`src/rtl/regfile_write_arbiter.sv`:
```
// Round-robin arbiter that shares the single register-file write port among
// NUM_REQ writeback requesters, with collision reporting and grant counters.
module regfile_write_arbiter #(
  parameter int NUM_REQ = 3,
  parameter int DATA_W  = 8,
  parameter int ADDR_W  = 2,
  parameter int CNT_W   = 8
) (
  input  logic                      CLK,
  input  logic                      Reset_n,
  input  logic                      Enable,
  input  logic [NUM_REQ-1:0]        Req_Valid,
  input  logic [NUM_REQ*ADDR_W-1:0] Req_Addr,
  input  logic [NUM_REQ*DATA_W-1:0] Req_Data,
  output logic [NUM_REQ-1:0]        Req_Ready,
  output logic                      RegWrite,
  output logic [ADDR_W-1:0]         WriteRegister,
  output logic [DATA_W-1:0]         RegWriteData,
  output logic [1:0]                Grant_Id,
  output logic                      Conflict,
  output logic [NUM_REQ*CNT_W-1:0]  Grant_Count
);

  logic [1:0]        r_ptr;
  logic              r_regwrite;
  logic [ADDR_W-1:0] r_waddr;
  logic [DATA_W-1:0] r_wdata;
  logic [1:0]        r_grant_id;
  logic              r_conflict;
  logic [CNT_W-1:0]  r_cnt [NUM_REQ];

  logic               w_found;
  logic [1:0]         w_win;
  logic [1:0]         w_next_ptr;
  logic [NUM_REQ-1:0] w_ready;
  logic               w_conflict;

  // Round-robin search: first valid requester at or after r_ptr, with wrap.
  always_comb begin
    w_found = 1'b0;
    w_win   = 2'd0;
    for (int k = 0; k < NUM_REQ; k++) begin
      for (int i = 0; i < NUM_REQ; i++) begin
        if (Enable && Reset_n && !w_found && Req_Valid[i] &&
            (((int'(r_ptr) + k) % NUM_REQ) == i)) begin
          w_found = 1'b1;
          w_win   = 2'(i);
        end else begin
          w_found = w_found;
        end
      end
    end
  end

  // One-hot ready toward the winner, next pointer past the winner.
  always_comb begin
    w_ready = '0;
    for (int i = 0; i < NUM_REQ; i++) begin
      w_ready[i] = w_found && (w_win == 2'(i));
    end
    if (w_win == 2'(NUM_REQ - 1)) begin
      w_next_ptr = 2'd0;
    end else begin
      w_next_ptr = w_win + 2'd1;
    end
  end

  // Any two valid requests aimed at the same register, independent of Enable.
  always_comb begin
    w_conflict = 1'b0;
    for (int i = 0; i < NUM_REQ; i++) begin
      for (int j = i + 1; j < NUM_REQ; j++) begin
        w_conflict = w_conflict | (Req_Valid[i] & Req_Valid[j] &
                     (Req_Addr[i*ADDR_W +: ADDR_W] == Req_Addr[j*ADDR_W +: ADDR_W]));
      end
    end
  end

  // Output write register, pointer and conflict flop.
  always_ff @(posedge CLK or negedge Reset_n) begin
    if (!Reset_n) begin
      r_ptr      <= 2'd0;
      r_regwrite <= 1'b0;
      r_waddr    <= '0;
      r_wdata    <= '0;
      r_grant_id <= 2'd0;
      r_conflict <= 1'b0;
    end else begin
      r_regwrite <= w_found;
      r_conflict <= w_conflict;
      if (w_found) begin
        r_ptr      <= w_next_ptr;
        r_waddr    <= Req_Addr[w_win*ADDR_W +: ADDR_W];
        r_wdata    <= Req_Data[w_win*DATA_W +: DATA_W];
        r_grant_id <= w_win;
      end
    end
  end

  // Saturating per-requester grant counters.
  always_ff @(posedge CLK or negedge Reset_n) begin
    if (!Reset_n) begin
      for (int i = 0; i < NUM_REQ; i++) begin
        r_cnt[i] <= '0;
      end
    end else begin
      for (int i = 0; i < NUM_REQ; i++) begin
        if (w_ready[i] && (r_cnt[i] != {CNT_W{1'b1}})) begin
          r_cnt[i] <= r_cnt[i] + CNT_W'(1);
        end
      end
    end
  end

  for (genvar g = 0; g < NUM_REQ; g++) begin : g_cnt_out
    assign Grant_Count[g*CNT_W +: CNT_W] = r_cnt[g];
  end

  assign Req_Ready     = w_ready;
  assign RegWrite      = r_regwrite;
  assign WriteRegister = r_waddr;
  assign RegWriteData  = r_wdata;
  assign Grant_Id      = r_grant_id;
  assign Conflict      = r_conflict;

endmodule

```
`config.mk`:
```
export PLATFORM = sky130hd
export DESIGN_NAME = regfile_write_arbiter
export DESIGN_NICKNAME = d
export VERILOG_FILES = /design/src/rtl/regfile_write_arbiter.sv
export SDC_FILE = /design/constraint.sdc
export NUM_CORES = 1
export LEC_CHECK = 0
export BUFFER_PORTS_ARGS = -buffer_cell sky130_fd_sc_hd__buf_2
export CORE_MARGIN = 4
export CORE_UTILIZATION = 53
export DETAILED_ROUTE_END_ITERATION = 10
export GPL_ROUTABILITY_DRIVEN = 0
export PLACE_DENSITY = 0.95
export SETUP_SLACK_MARGIN = 0.2
export SLEW_MARGIN = 20
export SYNTH_ARGS = -nofsm -noshare
export SYNTH_HDL_FRONTEND = slang
export SYNTH_SLANG_ARGS = --single-unit
```
`constraint.sdc`:
```
create_clock -name CLK -period 4.08 [get_ports CLK]
set_input_delay 0.204 -clock CLK [delete_from_list [all_inputs] [get_ports CLK]]
set_output_delay 0.204 -clock CLK [all_outputs]
set_load 0.02 [all_outputs]
```
==> flow_metrics.py <==
metrics = {
    "route": {
        "drc_errors": 0,
        "drt_first_pass_iters": 4,
        "avgRoutedWirePerCell_um": 15.3,
        "vias": 1852,
        "drt-total-wl_um": 5010,
        "via_per_inst": 5.65,
        "drtIter0Drc": 107,
        "postRouteAntennaNets": 0,
    },
    "sta": {
        "setup_tns_ps": 0,
        "finalCriticalPeriod_ps": 2670,
        "final_hold_viol_count": 0,
        "fin_ws_ps": 1410,
        "skew_ps": 8.56,
        "rsz0062_at_grt": "false",
        "clock.fmax_ghz": 0.374,
        "holdWs_ps": 3.10,
        "slew_headroom": 0.552,
        "fin_crit_sh": 0.655,
        "slew_viol_final": 0,
        "tightest_slew_ps": 670,
        "finalSetupViolations": 0,
    },
    "floorplanning": {
        "placement_rows": 22,
        "initial_utilization": 0.567,
        "die_w_um": 71.5,
        "core_um2": 3770,
        "die_area_um2": 5120,
        "die_y_um": 71.5,
        "ios": 77,
    },
    "global_routing": {
        "grtUsageMet2": 0.336,
        "grt_use_total": 0.200,
        "grt_max_degree": 42,
        "grtUsageMet3": 0.0519,
        "grt_use_met1": 0.248,
        "grt_pass1_vias": 1791,
        "grt_pass1_wl_um": 8120,
        "grt-busiest-layer": "met2",
        "gr-total-overflow": 0,
        "antenna_found_initial": 0,
    },
    "power": {
        "p_per_area_nw_per_um2": 640,
        "p_leak_nw": 1.35,
        "vdd_drop_max_uv": 367,
    },
    "critical_path": {
        "crit_arrival_ps": 2470,
        "cp_slowest_cell": "or2_2",
        "slowest_delay_ps": 430,
        "cp.required_ps": 3880,
        "crit_chain": "inv_1 -> ha_1 -> a21boi_0 -> nand4_1 -> or2_2 -> inv_1 -> buf_2",
        "crit_top_cell": "inv_1",
        "critPathLaunchType": "register",
        "crit_type": "register to primary output",
        "endpoint_kind": "primary output",
        "startpoint": "r_ptr[1]$_DFFE_PN0P_",
        "r2r_start": "r_ptr[0]$_DFFE_PN0P_",
        "path_max_fanout": 7,
    },
    "logic_synthesis": {
        "synth_area_um2": 2140,
        "synth_fp_nets": 243,
        "ys_seq_area_frac": 0.468,
        "synth.distinct_cells": 43,
        "synth.top_cell.area_share": 0.468,
        "yosysTopAreaCell": "dfrtp_1",
        "synth-seq-cells": 40,
        "syn_avg_cell_area_um2": 10.6,
        "synthTopCellsByArea": "dfrtp_1, xnor2_1, xor2_1, mux2i_1, nand2_1",
        "yosys_warnings": 0,
        "synthCells": 202,
    },
    "clock_network": {
        "cts_tree": "done",
        "cts.sink_count": 40,
        "cts_hold_buf": 0,
        "clkTransAtPathRegs_ps": 80,
        "post-cts-setup-buffer-count": 0,
        "cts_max_path_buffers": 2,
        "clock_latency_ps": 300,
        "cts.repair.resized": 0,
        "cts_buffers": 5,
        "clockRootBuffer": "clkbuf_8",
        "htreeDepth": 2,
    },
    "place": {
        "numPortBuffers": 76,
        "pre_cts_slack_ps": 1450,
        "dp_cells": 320,
        "dp_hpwl_um": 3710,
    },
    "run_status": {
        "status": "finished, final reports clean",
    },
    "flow_run": {
        "max_cap_violations": 0,
    },
    "worst_hold_path": {
        "hold_class": "primary input to asynchronous set/reset pin",
    },
    "layout": {
        "register_area_um2": 1000,
        "area_delta_synth_final_pct": 25.0,
        "layoutNonFillerInstCount": 328,
        "layout-drive-gt1-share": 0.354,
        "multi_input_area_um2": 1080,
        "fillers": 262,
        "antennaDiodeCount": 0,
        "num-nets-final": 320,
    },
}
-- final timing paths --
path	endpoint	slack [ps]	depth (start not counted)
hold reg to reg	RegWriteData[0]$_DFFE_PN0P_	490	2
setup reg to reg	Grant_Count[1]$_DFFE_PN0P_	1450	7
max in group asynchronous	Grant_Id[0]$_DFFE_PN0P_	3720	2
hold / removal	Grant_Count[14]$_DFFE_PN0P_	3	2
setup / recovery	Req_Ready[2]	1410	7
min in group CLK	RegWriteData[7]$_DFFE_PN0P_	130	3
-- critical path, delay by kind of cell (launching register included) --
| family | cells | cell delay [ps] |
|---|---|---|
| fa+ha+maj | 1 | 240 |
| simple gates | 2 | 770 |
| compound gates | 1 | 350 |
| buf+inv | 3 | 460 |
| flops | 1 | 360 |
-- registers in the layout, indices dropped and copies added (netlist names) --
name           count
Grant_Count       24
RegWrite           1
Grant_Id           2
RegWriteData       8
Conflict           1
r_ptr              2
WriteRegister      2
-- layout make-up --
cell class	count	area share
timing repair buffer	77	0.145
multi-input combinational	150	0.404
inverter	5	0.00702
clock buffer	7	0.0360
sequential	40	0.374
clock inverter	1	0.0112
tap	48	0.0225
-- metrics by stage --
step	power (W)	instance area, um2	util
finish	0.00171	2680	0.709
floorplan	0.00112	2140	-
detailed placement	0.00136	2540	0.675
global route	0.00182	2680	0.709
global placement	0.00133	2540	0.675
CTS	0.00172	2670	0.708
-- cells in the final DEF (no fill, tap or decap), types with 2 or more instances in the layout --
| cell type | synthesis | layout |
|---|---|---|
| a211oi_1 | 3 | 3 |
| a21oi_1 | 2 | 2 |
| a22oi_1 | 3 | 3 |
| and3_1 | 7 | 7 |
| and4_1 | 3 | 3 |
| buf_2 | 0 | 76 |
| clkbuf_8 | 0 | 7 |
| dfrtp_1 | 40 | 40 |
| ha_1 | 5 | 5 |
| inv_1 | 5 | 5 |
| mux2_2 | 5 | 5 |
| mux2i_1 | 8 | 8 |
| nand2_1 | 21 | 21 |
| nand3_1 | 4 | 4 |
| nand4_1 | 10 | 10 |
| nor2_1 | 5 | 4 |
| nor2b_1 | 6 | 6 |
| nor3_1 | 6 | 6 |
| nor3_2 | 3 | 3 |
| nor3b_1 | 2 | 2 |
| o21ai_0 | 4 | 4 |
| o21bai_1 | 4 | 4 |
| o22ai_1 | 4 | 4 |
| o31ai_1 | 5 | 5 |
| or2_2 | 2 | 2 |
| xnor2_1 | 14 | 14 |
| xor2_1 | 10 | 10 |
-- synthesized netlist by cell type --
cell      number
dfrtp_1       40
nand2_1       21
xnor2_1       14
nand4_1       10
xor2_1        10
mux2i_1        8
and3_1         7
nor2b_1        6
nor3_1         6
ha_1           5
inv_1          5
mux2_2         5
nor2_1         5
o31ai_1        5
nand3_1        4
o21ai_0        4
o21bai_1       4
o22ai_1        4
a211oi_1       3
a22oi_1        3
and4_1         3
clkbuf_1       3
nor3_2         3
a21oi_1        2
buf_6          2
nor3b_1        2
or2_2          2
a21boi_0       1
a21o_1         1
a21o_2         1
a31oi_1        1
and2_1         1
and2b_1        1
buf_4          1
clkbuf_2       1
nand2b_1       1
nor4_4         1
nor4b_1        1
o211ai_1       1
o21a_1         1
o32ai_1        1
or3_1          1
or4_4          1
-- logic make-up after synthesis --
logic type,count (synthesis),synth area share
AOI/OAI and AO/OA,32,0.104
xor gates and xnor gates,24,0.0982
adders and majority gates,5,0.0292
buffers and inverters,12,0.0304
DFF,40,0.468
muxes,13,0.0637
and+or+nand+nor,76,0.207
-- power by group --
group	switching, W	internal, W
logic	0.000453	0.000279
clock network	0.000137	0.000216
registers	0.000106	0.000521
-- layer usage --
| layer | share of wire | vias up |
|---|---|---|
| met3 | 0.077 | 9 |
| met4 | 0.016 | 0 |
| met2 | 0.51 | 74 |
| met1 | 0.39 | 884 |
| li1 | - | 885 |
| met5 | 0 | - |
Power figures use the tool's default switching activity.
